===== config.mk =====
export PLATFORM = sky130hd
export DESIGN_NAME = t_ff_bank_counter
export DESIGN_NICKNAME = d
export VERILOG_FILES = /design/src/rtl/t_ff_bank_counter.sv
export SDC_FILE = /design/constraint.sdc
export NUM_CORES = 1
export LEC_CHECK = 0
export CAP_MARGIN = 20
export CORE_ASPECT_RATIO = 1.1
export CORE_MARGIN = 2
export CORE_UTILIZATION = 47
export DETAILED_ROUTE_END_ITERATION = 6
export PLACE_DENSITY = 0.83
export SLEW_MARGIN = 25
export SYNTH_ARGS = -nofsm -noshare
export SYNTH_HDL_FRONTEND = slang
export SYNTH_SLANG_ARGS = --single-unit

===== constraint.sdc =====
create_clock -name clock -period 2.2 [get_ports clock]
set_clock_uncertainty 0.05 [all_clocks]
set_input_delay 0.44 -clock clock [delete_from_list [all_inputs] [get_ports clock]]
set_output_delay 0.44 -clock clock [all_outputs]
set_load 0.005 [all_outputs]

===== src/rtl/t_ff_bank_counter.sv =====
// WIDTH-bit toggle bank / modulo up-down counter / parallel load register
// with terminal count, registered wrap pulse and sticky overflow.
module t_ff_bank_counter #(
  parameter int WIDTH     = 8,
  parameter int MODULUS   = 2**WIDTH,
  parameter bit SATURATE  = 1'b0,
  parameter int RESET_VAL = 0
) (
  input  logic             clock,
  input  logic             reset,
  input  logic             en,
  input  logic             clear,
  input  logic [1:0]       mode,
  input  logic [WIDTH-1:0] t,
  input  logic [WIDTH-1:0] load_val,
  output logic [WIDTH-1:0] q,
  output logic             tc,
  output logic             wrap,
  output logic             ovf_sticky
);

  localparam logic [WIDTH:0] L_MOD =
    (WIDTH+1)'(MODULUS);
  localparam logic [WIDTH:0] L_MAX_X =
    (WIDTH+1)'(MODULUS - 1);
  localparam logic [WIDTH-1:0] L_MAX =
    WIDTH'(MODULUS - 1);
  localparam logic [WIDTH-1:0] L_RST =
    WIDTH'(RESET_VAL);

  logic [WIDTH-1:0] r_q;
  logic             r_wrap;
  logic             r_ovf;

  logic             w_m_tgl;
  logic             w_m_up;
  logic             w_m_dn;
  logic             w_m_ld;
  logic [WIDTH:0]   w_q_ext;
  logic [WIDTH:0]   w_ld_ext;
  logic             w_at_top;
  logic             w_at_max;
  logic             w_at_zero;
  logic             w_oor;
  logic [WIDTH-1:0] w_nxt;
  logic             w_wrap_nxt;

  assign w_m_tgl = (mode == 2'b00);
  assign w_m_up  = (mode == 2'b01);
  assign w_m_dn  = (mode == 2'b10);
  assign w_m_ld  = (mode == 2'b11);

  // Compare in WIDTH+1 bits so MODULUS=2**WIDTH is exact
  assign w_q_ext   = {1'b0, r_q};
  assign w_ld_ext  = {1'b0, load_val};
  assign w_at_top  = (w_q_ext >= L_MAX_X);
  assign w_at_max  = (w_q_ext == L_MAX_X);
  assign w_oor     = (w_q_ext >= L_MOD);
  assign w_at_zero = (r_q == '0);

  always_comb begin
    w_nxt      = r_q;
    w_wrap_nxt = 1'b0;
    unique case (1'b1)
      w_m_tgl: begin
        w_nxt = r_q ^ t;
      end
      w_m_up: begin
        if (!w_at_top) begin
          w_nxt = WIDTH'(w_q_ext + 1'b1);
        end else if (!SATURATE) begin
          w_nxt      = '0;
          w_wrap_nxt = 1'b1;
        end else begin
          w_nxt      = L_MAX;
          w_wrap_nxt = w_at_max;
        end
      end
      w_m_dn: begin
        if (w_at_zero) begin
          w_nxt      = SATURATE ? '0 : L_MAX;
          w_wrap_nxt = 1'b1;
        end else if (w_oor) begin
          w_nxt = L_MAX;
        end else begin
          w_nxt = r_q - 1'b1;
        end
      end
      w_m_ld: begin
        w_nxt = (w_ld_ext < L_MOD) ? load_val : L_MAX;
      end
    endcase
  end

  always_ff @(posedge clock or negedge reset) begin
    if (!reset) begin
      r_q    <= L_RST;
      r_wrap <= 1'b0;
      r_ovf  <= 1'b0;
    end else if (clear) begin
      r_q    <= L_RST;
      r_wrap <= 1'b0;
      r_ovf  <= 1'b0;
    end else if (!en) begin
      r_wrap <= 1'b0;
    end else begin
      r_q    <= w_nxt;
      r_wrap <= w_wrap_nxt;
      if (w_wrap_nxt) r_ovf <= 1'b1;
    end
  end

  assign q          = r_q;
  assign wrap       = r_wrap;
  assign ovf_sticky = r_ovf;
  assign tc         = (w_m_up & w_at_top)
                    | (w_m_dn & w_at_zero);

endmodule


==> summary.md <==
| Metric | Value |
|---|---|
| Area of the multi-input gates | `767 sq um` |
| Leakage | `0.711 nW` |
| Antenna-violating nets left | `0` |
| Nets | `223` |
| Setup crit end kind | `output pin` |
| DRT Wirelength | `3700 um` |
| Max_slew headroom | `64.6%` |
| Post-synthesis cell type count | `52` |
| Comb power frac | `45.6%` |
| HP Class | `input port to asynchronous set/reset pin` |
| Clock Sinks | `10` |
| Reg-to-reg setup timing slack | `0.45 ns` |
| Syn. warnings | `0` |
| Ant. Diodes | `0` |
| R2R Path End | `q[0]` |
| Cell count after synthesis | `138` |
| Sequential power share | `29.8%` |
| Vias in the first global route | `1365` |
| Mapped Avg Cell Area | `8.18 sq um` |
| CP required | `1.71 ns` |
| Arrival time worst endpoint | `1.63 ns` |
| CP max stage delay | `0.35 ns` |
| Worst-path fanout max | `2` |
| GRT Total Usage | `29.1%` |
| Final setup viols | `0` |
| Crit path kind | `flip-flop to output pin` |
| Max Fclk | `473 MHz` |
| Yosys top cell by area | `dfrtp_1` |
| DP Cell Count | `218` |
| Mapped cell area | `0.00113 sq mm` |
| Routability Congestion | `0.911` |
| H-tree depth | `1` |
| Synth Net Count | `166` |
| Int Power | `0.472 mW` |
| Reg2reg path depth | `7` |
| GRT overflow | `0` |
| Clock insertion delay at the later pin of the skew report | `0.28 ns` |
| Sequential fraction of the synthesis area | `22.2%` |
| Iter 0 DRT Violations | `48` |
| Hold Fails Final Rpt | `0` |
| Most frequent cells in the layout | `buf_4, clkdlybuf4s50_1, nand2_1, a21oi_1` |
| R2r startpoint | `q[0]` |
| Area after DPL | `0.00163 sq mm` |
| TritonCTS Buffers | `3` |
| DRC | `0` |
| Initial Util | `50.1%` |
| Fillers | `184` |
| Startpoint types | `flip-flop` |
| Final setup TNS | `0 ns` |
| FP Rows | `18` |
| Root Driver | `clkbuf_4` |
| Clock-pin transition on the worst setup and hold timing paths | `0.07 ns` |
| Core Footprint | `0.00225 sq mm` |
| Top cell type's share of synthesized area | `22.2%` |
| Die Y | `55.4 um` |
| Initial antenna violation count | `0` |
| Final Non-Filler Cells | `224` |
| Via density per instance | `5.96` |
| First-pass GRT wire length | `6240 um` |
| Most used flip-flop cell after synthesis | `dfrtp_1` |
| Max Slew Vio Count | `0` |
| Layout cells sized above 1 | `24.2%` |
| I/O Buffers | `32` |
| Wire per inst | `16.5 um` |
| # IOs | `33` |
| Max Root-Sink Buffers | `2` |
| Synth area leaders | `dfrtp_1, ha_1, xnor2_1` |
| CTS tree | `yes` |
| Period utilization | `96.2%` |
| Clock Power Share | `24.7%` |
| Largest net degree at the start of global routing | `13` |
| Peak supply drop | `0.000316 V` |
| Commonest non-fill, non-tap cell in the layout | `buf_4` |
| Sw Ratio | `33.9%` |
| P per Cell Area | `426 mW/mm^2` |
| Worst-margin pin slew | `0.529 ns` |
| Flops & latches, synth | `10` |
| Switching pwr | `0.242 mW` |
| Finished Cell Area | `0.00168 sq mm` |
| Worst path slowest cell | `dfrtp_1` |
| Sequential Area | `250 sq um` |
| Ys async rst share | `100%` |
| Final core utilization | `74.5%` |
| Post-synth EDFFs | `0` |
| Die ar. | `0.00281 sq mm` |
| Chip Width | `50.7 um` |
| Max-Cap Viols | `0` |
| Min Clock Period, post-route | `2.12 ns` |
| Status | `completed` |
| Post-detail-place hpwl | `2810 um` |
| RSZ-0062 raised after global routing | `false` |
| Critical-path cell list | `inv_1 -> ha_1 -> nor4b_4 -> and2_4 -> or2_2 -> buf_2` |
| DRT Pass-1 Iters | `4` |
| Area Overhead vs Synth | `48.7%` |
| Total power | `0.714 mW` |
| DR vias | `1334` |
## worst max-delay path, delay by kind of cell (launching register included)
kind | cells | cell delay (ns)
adder cells (fa/ha/maj) | 1 | 0.22
buffers and inverters | 2 | 0.18
flip-flops | 1 | 0.35
AND/OR/NAND/NOR | 3 | 0.59
## synthesized netlist by cell type (all sizes together), types with 4 or more instances
cell type	number
ha	6
a31oi	4
nand3	7
buf	7
inv	11
xnor2	7
nor2	4
o21ai	11
nand2	11
a21oi	12
nand4	4
clkbuf	4
dfrtp	10
## repair_timing
action,CTS,global route
buffers inserted,2,0
setup endpoints to repair,1,0
gates resized for setup,8,0
hold buffers,0,0
## per-stage QoR
| stage | hold WS, ns | setup slack [ns] |
|---|---|---|
| 2_1_floorplan | 0.0944 | 0.122 |
| 3_3_place_gp | 0.455 | -0.535 |
| 3_5_place_dp | 0.463 | -0.576 |
| 4_1_cts | 0.464 | 0.0990 |
| 5_1_grt | 0.496 | 0.0212 |
| 6_report | 0.456 | 0.0841 |
## registers in the layout (all words and copies together) (netlist names)
name,flops
q,8
ovf_sticky,1
wrap,1
## power groups by stage
| stage | logic (mW) | registers, mW | clock network (mW) |
|---|---|---|---|
| 6_report | 0.325 | 0.213 | 0.176 |
| 3_5_place_dp | 0.318 | 0.216 | 0 |
| 3_3_place_gp | 0.311 | 0.214 | 0 |
| 2_1_floorplan | 0.171 | 0.215 | 0 |
| 4_1_cts | 0.322 | 0.212 | 0.181 |
| 5_1_grt | 0.354 | 0.214 | 0.191 |
## cell type report
cell class                 count  share of cell area [%]
inverter                      11                    2.46
tap                           30                    2.24
sequential                    10                    14.9
multi-input combinational    106                    45.7
timing repair buffer          63                    32.5
clock buffer                   4                    2.16
## layer usage
| metal | vias to the layer above | global-route usage (%) | part of all wire [%] |
|---|---|---|---|
| met4 | 0 | 18.5 | 4.9 |
| met1 | 602 | 35.2 | 39 |
| met5 | - | 0 | 0 |
| met2 | 77 | 47.2 | 48 |
| met3 | 25 | 4.59 | 8.4 |
| li1 | 630 | - | - |
## worst max-delay path by stage
| stage | from | end | slack (ns) | cells after the start |
|---|---|---|---|---|
| global placement | mode[0] | tc | -0.54 | 7 |
| detailed placement | mode[0] | tc | -0.58 | 7 |
| CTS | q[0] | tc | 0.1 | 6 |
| global route | mode[1] | tc | 0.02 | 8 |
| finish | q[0] | tc | 0.08 | 6 |
| floorplan | q[0] | tc | 0.12 | 6 |
## kinds of logic after synthesis
family	after synthesis	synth area share (%)
XOR/XNOR	7	5.43
multiplexers	2	1.77
buffers and inverters	22	10.3
AND/OR/NAND/NOR	40	22.2
flip-flops	10	22.2
adder cells (fa/ha/maj)	6	6.65
AO/OA/AOI/OAI	51	31.5
Note: power is estimated with default switching activity, not from simulation.
